$ cat config.mk
export PLATFORM = sky130hd
export DESIGN_NAME = veggie_sched_flat
export DESIGN_NICKNAME = d
export VERILOG_FILES = /design/src/rtl/veggie_sched_if.sv /design/src/rtl/veggie_sched.sv /design/src/flat_wrapper.sv
export SDC_FILE = /design/constraint.sdc
export NUM_CORES = 1
export LEC_CHECK = 0
export ABC_AREA = 1
export CELL_PAD_IN_SITES_DETAIL_PLACEMENT = 1
export CELL_PAD_IN_SITES_GLOBAL_PLACEMENT = 2
export CORE_ASPECT_RATIO = 1.25
export CORE_UTILIZATION = 26
export CTS_CLUSTER_DIAMETER = 100
export DETAILED_ROUTE_END_ITERATION = 8
export PLACE_DENSITY = 0.9
export SLEW_MARGIN = 20
export SYNTH_ARGS = -nofsm -noshare
export SYNTH_HDL_FRONTEND = slang
export SYNTH_SLANG_ARGS = --single-unit
$ cat constraint.sdc
create_clock -name CLK -period 2.6 [get_ports CLK]
set_input_delay 0.26 -clock CLK [delete_from_list [all_inputs] [get_ports CLK]]
set_output_delay 0.26 -clock CLK [all_outputs]
set_load 0.02 [all_outputs]
$ cat src/rtl/veggie_sched_if.sv
// Issue/writeback/bank-side signal bundle for the veggie register-file scheduler.
// The master drives requests and writes; the slave, which is the scheduler, drives bank controls and the response.
interface veggie_sched_if #(
    parameter int BANK_COUNT = 4,
    parameter int VREG_COUNT = 256
);
    localparam int REG_W = $clog2(VREG_COUNT);
    localparam int BW    = $clog2(BANK_COUNT);
    localparam int ROW_W = REG_W - BW;

    logic                        req_valid;
    logic                        req_ready;
    logic [REG_W-1:0]            req_vs1;
    logic [REG_W-1:0]            req_vs2;
    logic                        req_rd1_en;
    logic                        req_rd2_en;
    logic                        wr_valid;
    logic [REG_W-1:0]            wr_vd;
    logic                        wr_ready;
    logic [BANK_COUNT-1:0]       bank_ren;
    logic [BANK_COUNT*ROW_W-1:0] bank_raddr;
    logic [BANK_COUNT-1:0]       bank_wen;
    logic [ROW_W-1:0]            bank_waddr;
    logic                        cap1;
    logic                        cap2;
    logic [BW-1:0]               cap1_bsel;
    logic [BW-1:0]               cap2_bsel;
    logic                        resp_valid;
    logic                        resp_ready;
    logic                        busy;

    modport master (
        output req_valid, req_vs1, req_vs2, req_rd1_en, req_rd2_en,
        output wr_valid, wr_vd, resp_ready,
        input  req_ready, wr_ready, bank_ren, bank_raddr, bank_wen, bank_waddr,
        input  cap1, cap2, cap1_bsel, cap2_bsel, resp_valid, busy
    );

    modport slave (
        input  req_valid, req_vs1, req_vs2, req_rd1_en, req_rd2_en,
        input  wr_valid, wr_vd, resp_ready,
        output req_ready, wr_ready, bank_ren, bank_raddr, bank_wen, bank_waddr,
        output cap1, cap2, cap1_bsel, cap2_bsel, resp_valid, busy
    );
endinterface

$ cat src/rtl/veggie_sched.sv
// Bank-access scheduler for the banked vector register file: it serialises read/read and read/write bank conflicts.
// The scheduler takes one two-operand request at a time and accepts writes every cycle unless a read is starving.
module veggie_sched #(
    parameter int BANK_COUNT = 4,
    parameter int VREG_COUNT = 256,
    parameter int STARVE_MAX = 2
) (
    input  logic          CLK,
    input  logic          nRST,
    veggie_sched_if.slave bus
);
    localparam int REG_W = $clog2(VREG_COUNT);
    localparam int BW    = $clog2(BANK_COUNT);
    localparam int ROW_W = REG_W - BW;

    typedef enum logic [1:0] {IDLE, ISSUE, DRAIN, RESP} state_t;

    state_t           state_q, state_d;
    logic [REG_W-1:0] vs1_q, vs1_d, vs2_q, vs2_d;
    logic             pend1_q, pend1_d, pend2_q, pend2_d;
    logic [1:0]       blk_cnt_q, blk_cnt_d;
    logic             cap1_q, cap2_q;
    logic [BW-1:0]    cap1_bsel_q, cap2_bsel_q;

    logic [BW-1:0]    bank1, bank2, wbank;
    logic [ROW_W-1:0] row1, row2, wrow;
    logic             wr_ready_w, wr_fire, blk1, blk2, rr_conflict;
    logic             iss1, iss2, wr_blocked;

    assign bank1 = vs1_q[BW-1:0];
    assign row1  = vs1_q[REG_W-1:BW];
    assign bank2 = vs2_q[BW-1:0];
    assign row2  = vs2_q[REG_W-1:BW];
    assign wbank = bus.wr_vd[BW-1:0];
    assign wrow  = bus.wr_vd[REG_W-1:BW];

    assign wr_ready_w  = !(state_q == ISSUE && blk_cnt_q == 2'(STARVE_MAX));
    assign wr_fire     = bus.wr_valid && wr_ready_w;
    assign blk1        = wr_fire && (bank1 == wbank);
    assign blk2        = wr_fire && (bank2 == wbank);
    // Same bank and different rows: op2 yields to op1. If the register is the same, both share one read.
    assign rr_conflict = pend1_q && (bank1 == bank2) && (row1 != row2);
    assign iss1        = (state_q == ISSUE) && pend1_q && !blk1;
    assign iss2        = (state_q == ISSUE) && pend2_q && !blk2 && !rr_conflict;
    assign wr_blocked  = (state_q == ISSUE) && ((pend1_q && blk1) || (pend2_q && blk2));

    always_comb begin
        bus.bank_ren   = '0;
        bus.bank_raddr = '0;
        if (iss2) begin
            bus.bank_ren[bank2] = 1'b1;
            bus.bank_raddr[int'(bank2)*ROW_W +: ROW_W] = row2;
        end
        if (iss1) begin
            bus.bank_ren[bank1] = 1'b1;
            bus.bank_raddr[int'(bank1)*ROW_W +: ROW_W] = row1;
        end
    end

    assign bus.bank_wen   = wr_fire ? (BANK_COUNT'(1) << wbank) : '0;
    assign bus.bank_waddr = wr_fire ? wrow : '0;
    assign bus.wr_ready   = wr_ready_w;
    assign bus.req_ready  = (state_q == IDLE);
    assign bus.busy       = (state_q != IDLE);
    assign bus.resp_valid = (state_q == RESP);
    assign bus.cap1       = cap1_q;
    assign bus.cap2       = cap2_q;
    assign bus.cap1_bsel  = cap1_bsel_q;
    assign bus.cap2_bsel  = cap2_bsel_q;

    always_comb begin
        state_d   = state_q;
        vs1_d     = vs1_q;
        vs2_d     = vs2_q;
        pend1_d   = pend1_q;
        pend2_d   = pend2_q;
        blk_cnt_d = blk_cnt_q;
        case (state_q)
            IDLE: begin
                if (bus.req_valid) begin
                    vs1_d   = bus.req_vs1;
                    vs2_d   = bus.req_vs2;
                    pend1_d = bus.req_rd1_en;
                    pend2_d = bus.req_rd2_en;
                    state_d = (bus.req_rd1_en || bus.req_rd2_en) ? ISSUE : RESP;
                end
            end
            ISSUE: begin
                pend1_d = pend1_q && !iss1;
                pend2_d = pend2_q && !iss2;
                if (iss1 || iss2)
                    blk_cnt_d = '0;
                else if (wr_blocked && blk_cnt_q != 2'd3)
                    blk_cnt_d = blk_cnt_q + 2'd1;
                if (!pend1_d && !pend2_d) begin
                    state_d   = DRAIN;
                    blk_cnt_d = '0;
                end
            end
            DRAIN: state_d = RESP;
            RESP: begin
                if (bus.resp_ready)
                    state_d = IDLE;
            end
            default: state_d = IDLE;
        endcase
    end

    always_ff @(posedge CLK or negedge nRST) begin
        if (!nRST) begin
            state_q     <= IDLE;
            vs1_q       <= '0;
            vs2_q       <= '0;
            pend1_q     <= 1'b0;
            pend2_q     <= 1'b0;
            blk_cnt_q   <= '0;
            cap1_q      <= 1'b0;
            cap2_q      <= 1'b0;
            cap1_bsel_q <= '0;
            cap2_bsel_q <= '0;
        end else begin
            state_q     <= state_d;
            vs1_q       <= vs1_d;
            vs2_q       <= vs2_d;
            pend1_q     <= pend1_d;
            pend2_q     <= pend2_d;
            blk_cnt_q   <= blk_cnt_d;
            cap1_q      <= iss1;
            cap2_q      <= iss2;
            cap1_bsel_q <= iss1 ? bank1 : '0;
            cap2_bsel_q <= iss2 ? bank2 : '0;
        end
    end
endmodule

$ cat src/flat_wrapper.sv
// flat-port wrapper written by rule: the top's interface ports become plain ports
module veggie_sched_flat 
#(
    parameter int BANK_COUNT = 4,
    parameter int VREG_COUNT = 256,
    parameter int STARVE_MAX = 2
)
  (CLK, nRST, bus_req_valid, bus_req_vs1, bus_req_vs2, bus_req_rd1_en, bus_req_rd2_en, bus_wr_valid, bus_wr_vd, bus_resp_ready, bus_req_ready, bus_wr_ready, bus_bank_ren, bus_bank_raddr, bus_bank_wen, bus_bank_waddr, bus_cap1, bus_cap2, bus_cap1_bsel, bus_cap2_bsel, bus_resp_valid, bus_busy);
  veggie_sched_if #(.BANK_COUNT(BANK_COUNT), .VREG_COUNT(VREG_COUNT)) bus_i ();
  input  logic CLK;
  input  logic nRST;
  input wire logic [$bits(bus_i.req_valid)-1:0] bus_req_valid;
  input wire logic [$bits(bus_i.req_vs1)-1:0] bus_req_vs1;
  input wire logic [$bits(bus_i.req_vs2)-1:0] bus_req_vs2;
  input wire logic [$bits(bus_i.req_rd1_en)-1:0] bus_req_rd1_en;
  input wire logic [$bits(bus_i.req_rd2_en)-1:0] bus_req_rd2_en;
  input wire logic [$bits(bus_i.wr_valid)-1:0] bus_wr_valid;
  input wire logic [$bits(bus_i.wr_vd)-1:0] bus_wr_vd;
  input wire logic [$bits(bus_i.resp_ready)-1:0] bus_resp_ready;
  output wire logic [$bits(bus_i.req_ready)-1:0] bus_req_ready;
  output wire logic [$bits(bus_i.wr_ready)-1:0] bus_wr_ready;
  output wire logic [$bits(bus_i.bank_ren)-1:0] bus_bank_ren;
  output wire logic [$bits(bus_i.bank_raddr)-1:0] bus_bank_raddr;
  output wire logic [$bits(bus_i.bank_wen)-1:0] bus_bank_wen;
  output wire logic [$bits(bus_i.bank_waddr)-1:0] bus_bank_waddr;
  output wire logic [$bits(bus_i.cap1)-1:0] bus_cap1;
  output wire logic [$bits(bus_i.cap2)-1:0] bus_cap2;
  output wire logic [$bits(bus_i.cap1_bsel)-1:0] bus_cap1_bsel;
  output wire logic [$bits(bus_i.cap2_bsel)-1:0] bus_cap2_bsel;
  output wire logic [$bits(bus_i.resp_valid)-1:0] bus_resp_valid;
  output wire logic [$bits(bus_i.busy)-1:0] bus_busy;
  assign bus_i.req_valid = bus_req_valid;
  assign bus_i.req_vs1 = bus_req_vs1;
  assign bus_i.req_vs2 = bus_req_vs2;
  assign bus_i.req_rd1_en = bus_req_rd1_en;
  assign bus_i.req_rd2_en = bus_req_rd2_en;
  assign bus_i.wr_valid = bus_wr_valid;
  assign bus_i.wr_vd = bus_wr_vd;
  assign bus_i.resp_ready = bus_resp_ready;
  assign bus_req_ready = bus_i.req_ready;
  assign bus_wr_ready = bus_i.wr_ready;
  assign bus_bank_ren = bus_i.bank_ren;
  assign bus_bank_raddr = bus_i.bank_raddr;
  assign bus_bank_wen = bus_i.bank_wen;
  assign bus_bank_waddr = bus_i.bank_waddr;
  assign bus_cap1 = bus_i.cap1;
  assign bus_cap2 = bus_i.cap2;
  assign bus_cap1_bsel = bus_i.cap1_bsel;
  assign bus_cap2_bsel = bus_i.cap2_bsel;
  assign bus_resp_valid = bus_i.resp_valid;
  assign bus_busy = bus_i.busy;
  veggie_sched #(.BANK_COUNT(BANK_COUNT), .VREG_COUNT(VREG_COUNT), .STARVE_MAX(STARVE_MAX)) u_core (.CLK(CLK), .nRST(nRST), .bus(bus_i));
endmodule
; Yosys cells after proc, flatten, opt, wreduce, memory -nomap -nowiden
; Cells that the tools add are included.
; Widths: inputs -> output; s select.
[word_totals]
ff_bits = 28
inputBits = 31
out_inout_bits = 48
word_cells = 102
[op_classes]
add_sub_neg = 3
mul = 2
magnitude_cmp = 4
n_eq_ne = 12
shifts = 5
mux = 25
bitwise = 2
n_reduce_logical = 39
[ops]
columns = cell, count
row1 = $neg 32->33, 2
row2 = $shift 6x33->24 const A, 2
row3 = $shiftx 6x33->24, 2
row4 = $mux 24, 2
row5 = $and 24x24->24, 1
row6 = $bwmux 24, 1
row7 = $logic_and 1x1->1, 20
row8 = $mux 2, 9
row9 = $mux 4, 3
row10 = $logic_not 1->1, 8
row11 = $mul 2x2->4 const B, 2
row12 = $ne 2x2->1 const B, 4
row13 = $pmux 2 s4, 1
row14 = $eq 2x2->1, 3
row15 = $eq 2x2->1 const B, 3
row16 = $lt 2x3->1 const B, 2
row17 = $mux 6, 1
row18 = $ne 6x6->1, 1
row19 = $reduce_and 2->1, 3
row20 = $demux 1 s2, 2
row21 = $ge 2x1->1 const B, 2
row22 = $mux 1, 4
row23 = $or 4x4->4, 1
row24 = $pmux 1 s2, 2
row25 = 8 further kinds, 11

; Longest topological paths before layout
[logic_depth]
word_depth = 14
mapped_depth = 15
depth_no_buf = 14

; Worst setup path before layout
; OpenSTA, ideal clock, no wires.
[synth_timing]
path_kind = reg-to-output
start = register u_core.vs2_q[0]
end = output port bus_bank_raddr[7]
t_arrival_ns = 2.288
required_time_ns = 2.340
slack_ns = 0.052
stages_incl_launch_ff = 11
n_path_buf = 3
path_cell_list = dfrtp_1 buf_4 inv_1 buf_4 ha_1 buf_4 nor2_2 nor2_8 mux2i_1 or2_1 o22ai_1
[synth_between]
elab_chain_len = 8
elab_cells_between_ends = 17
[synth_rtl]
columns = element, line_no
row1 = "start, declared", veggie_sched.sv:19  ; logic [REG_W-1:0] vs1_q, vs1_d, vs2_q, vs2_d;
row2 = "start signal, assigned", veggie_sched.sv:124  ; vs2_q <= vs2_d;
row3 = "parallel branches: the longest is 5 deep, another holds $neg 32->33", n/a
row4 = $mux 24 (*), veggie_sched.sv:50  ; if (iss2) begin
row5 = $bwmux 24, veggie_sched.sv:56  ; bus.bank_raddr[int'(bank1)*ROW_W +: ROW_W] = row1;
row6 = $mux 24 (*), veggie_sched.sv:54  ; if (iss1) begin
row7 = "end, declared", flat_wrapper.sv:23  ; output wire logic [$bits(bus_i.bank_raddr)-1:0] bus_bank_raddr;
; Mark *: on every way between the ends.

; Final worst setup path
[layout_timing]
start = register u_core.vs1_q[0]
end = output port bus_bank_raddr[20]
[layout_between]
elab_cells_between_ends = 16
[layout_lines]
columns = element, line_no
row1 = "start, declared", veggie_sched.sv:19
row2 = "start signal, assigned", veggie_sched.sv:123  ; vs1_q <= vs1_d;
row3 = $eq 2x2->1, veggie_sched.sv:39  ; assign blk1 = wr_fire && (bank1 == wbank);
row4 = $logic_and 1x1->1, veggie_sched.sv:39
row5 = $logic_not 1->1, veggie_sched.sv:43  ; assign iss1 = (state_q == ISSUE) && pend1_q && !blk1;
row6 = $logic_and 1x1->1, veggie_sched.sv:43
row7 = net u_core.iss1, veggie_sched.sv:28  ; logic iss1, iss2, wr_blocked;
row8 = $mux 24, veggie_sched.sv:54
; The timed path passes the listed nets, and every way through them passes these cells.

==> impl_metrics.env <==
export IMPL_ant_nets=0
export IMPL_die_area_um2=11900
export IMPL_yosysWarnings=0
export IMPL_die_h_um=122
export IMPL_cts_buffer_depth=2
export IMPL_power_leakage_nw=2.31
export IMPL_path_max_fanout=10
export IMPL_ir_worst_vdd_v=0.000585
export IMPL_h_tree_depth=1
export IMPL_post_place_ws_ns=-0.180
export IMPL_maxSlewViolCount=0
export IMPL_synthFlopType="dfrtp_1"
export IMPL_grt_ovfl_total=0
export IMPL_r2r_slack_ns=0.52
export IMPL_postCtsHoldBufs=0
export IMPL_syn_area_per_cell_um2=6.64
export IMPL_tightest_slew_ns=0.416
export IMPL_grt_usage_pct=21.6
export IMPL_core_area_um2=11100
export IMPL_wirelength_um=12300
export IMPL_die_x_um=97.7
export IMPL_cp_required_ns=2.34
export IMPL_period_share_pct=96.4
export IMPL_setup_ws_ns=0.0937
export IMPL_report_power_total_mw=6.40
export IMPL_tritoncts="yes"
export IMPL_setup_viol=0
export IMPL_insertion_delay_ns=0.27
export IMPL_multi_input_area_um2=2020
export IMPL_cp_num_buf_inv=3
export IMPL_startpoint="u_core.vs1_q[0]"
export IMPL_cts_root_buffer_cell="clkbuf_16"
export IMPL_drive_gt1_share_pct=29.8
export IMPL_dr_pass1_iters=6
export IMPL_gp_congestion=0.880
export IMPL_area_growth_pct=54.9
export IMPL_hold_violations=0
export IMPL_nFillCells=1444
export IMPL_dp_hpwl_um=10200
export IMPL_via_per_inst=4.95
export IMPL_violations="design-rule violations"
export IMPL_grt_pass1_wl_um=20200
export IMPL_start_util_pct=26.7
export IMPL_powerDensity_nw_per_um2=1390
export IMPL_endpoint="bus_bank_raddr[20]"
export IMPL_layout_nets=656
export IMPL_pin_count=79
export IMPL_cpMostUsedCell="nand2_2"
export IMPL_yosysUniqueCellTypes=44
export IMPL_maxCapViolCount=0
export IMPL_layout_area_seq_um2=702
export IMPL_cp_depth=9
export IMPL_crit_reg2reg_launch="u_core.blk_cnt_q[0]"
export IMPL_grt_pass1_vias=4100
export IMPL_skew_ns=0.00335
export IMPL_synth_edff_count=0
export IMPL_ff2ff_path_depth=15
export IMPL_seq_area_frac_synth_pct=23.6
export IMPL_critPathCaptureType="primary output"
export IMPL_cp_start_kind="register"
export IMPL_final_common_cell="nand2_1"
export IMPL_cts_clk_slew_worst_paths_ns=0.07
export IMPL_n_antenna_cell=0
export IMPL_status="complete, but fails checks"
export IMPL_relSlewSlack_pct=72.0
export IMPL_cp_data_arrival_time_ns=2.25
export IMPL_worst_path_dominant_cell_family="simple AND/OR/NAND/NOR gates"
export IMPL_drc_errors=10
export IMPL_path_cells="buf_4 -> xnor2_1 -> nand3_1 -> nand2_2 -> inv_4 -> nand2_2 -> nand4_1 -> o21ai_0 -> buf_2"
export IMPL_synthArstFlopShare_pct=100
export IMPL_grt_antenna_before_repair=0
export IMPL_first_iter_violations=134
export IMPL_fin_crit_ns=2.51
export IMPL_hp_class="in -> async"
export IMPL_rsz0062_at_grt="false"
export IMPL_clock_sinks=28
export IMPL_syn_inst=448
export IMPL_syn_nets=499
export IMPL_num_vias=3661
export IMPL_critPathKind="reg -> out"
export IMPL_grt_max_degree=32
export IMPL_worst_path_largest_cell_delay_ns=0.41
export IMPL_finish_utilization_pct=41.4
export IMPL_synthesis_area_um2=2970
export IMPL_layout_common_cells="nand2_1 (105), buf_4 (93), clkdlybuf4s50_1 (50)"
export IMPL_cpMaxStageDelayCell="dfrtp_1"
export IMPL_portBuffers=78
export IMPL_synth_seq_cells=28
export IMPL_fin_cells=739
export IMPL_place_inst=732
export IMPL_post_drt_wl_per_cell_um=16.6
export IMPL_num_rows=43
export IMPL_rr_endpoint="u_core.blk_cnt_q[0]"
export IMPL_cts_buffers=3
export IMPL_max_freq_mhz=399
[cell type report]
type	count	area share, %
Multi-Input combinational cell	340	43.9
Clock buffer	3	1.63
Inverter	66	5.57
Clock inverter	1	0.652
Timing Repair Buffer	166	29.3
Sequential cell	28	15.2
Tap cell	135	3.67
[state kept, by name, indices dropped and copies added, names as in the netlist]
register and count:
u_core.state_q 2, u_core.bus.cap2 1, u_core.pend2_q 1, u_core.bus.cap1 1
u_core.vs2_q 8, u_core.blk_cnt_q 2, u_core.bus.cap1_bsel 2, u_core.pend1_q 1
u_core.vs1_q 8, u_core.bus.cap2_bsel 2
[cell usage after synthesis (2+ instances only)]
library cell  instances  area share [%]
nand2_1             106              13
inv_1                51             6.4
o21ai_0              43             7.2
nor2_1               41             5.2
nand3_1              32             5.4
dfrtp_1              28              24
ha_1                 20             8.4
a21oi_1              15             2.5
inv_2                13             1.6
nor3_1               10             1.7
o21ai_1               9             1.5
o22ai_1               8             1.7
nand4_1               7             1.5
nand2_2               6             1.3
a31oi_1               5             1.1
o21ai_2               5             1.5
buf_4                 4             1.0
buf_6                 4             1.5
clkbuf_1              4            0.50
nor2_8                4             2.7
nor2_2                3            0.63
xnor2_1               3            0.88
a22oi_1               2            0.50
nor2_4                2            0.76
o21bai_1              2            0.50
o31ai_2               2            0.84
or2_2                 2            0.42
[routing by layer]
metal	up-vias	global-route usage [%]	part of all wire [%]
li1	1779	-	-
met5	-	0	0
met4	0	10.0	4.0
met1	1753	23.5	39
met3	31	1.78	3.1
met2	98	42.2	54
[how the worst min path moves through the flow]
stage / slack (ns) / end / from
floorplan: -0.04 / u_core.blk_cnt_q[0] / nRST
global placement: 0.49 / u_core.blk_cnt_q[1] / u_core.blk_cnt_q[1]
detailed placement: 0.53 / u_core.blk_cnt_q[1] / u_core.blk_cnt_q[1]
CTS: 0.38 / u_core.state_q[0] / nRST
global route: 0.41 / u_core.state_q[0] / nRST
finish: 0.37 / u_core.blk_cnt_q[1] / nRST
[power by group]
part / internal, mW / switching [mW]
logic: 2.12 / 2.97
registers: 0.632 / 0.208
clock network: 0.307 / 0.159
total: 3.06 / 3.34
[logic make-up (layout without fill, tap and decap cells)]
| logic type | count (synthesis) | after routing | synth area share (%) |
|---|---|---|---|
| AND/OR/NAND/NOR | 220 | 220 | 35.8 |
| adder cells (fa/ha/maj) | 20 | 20 | 8.41 |
| buffers and inverters | 80 | 236 | 12.2 |
| multiplexers | 1 | 1 | 0.337 |
| flip-flops | 28 | 28 | 23.6 |
| AO/OA/AOI/OAI | 95 | 95 | 18.5 |
| XOR/XNOR | 4 | 4 | 1.18 |
[repair_timing]
item	4_1_cts	5_1_grt
resized for setup	75	59
buffers inserted	2	1
pin swaps	1	3
setup endpoints to repair	28	26
[stage by stage]
| stage | hold WS, ns | TNS [ns] | cell area [um^2] |
|---|---|---|---|
| after floorplan | -0.0356 | 0 | 2970 |
| after global placement | 0.490 | -1.28 | 4460 |
| after detailed placement | 0.526 | -2.11 | 4460 |
| after CTS | 0.381 | 0 | 4670 |
| after global routing | 0.415 | 0 | 4610 |
| final | 0.370 | 0 | 4610 |
Power figures use the tool's default switching activity.
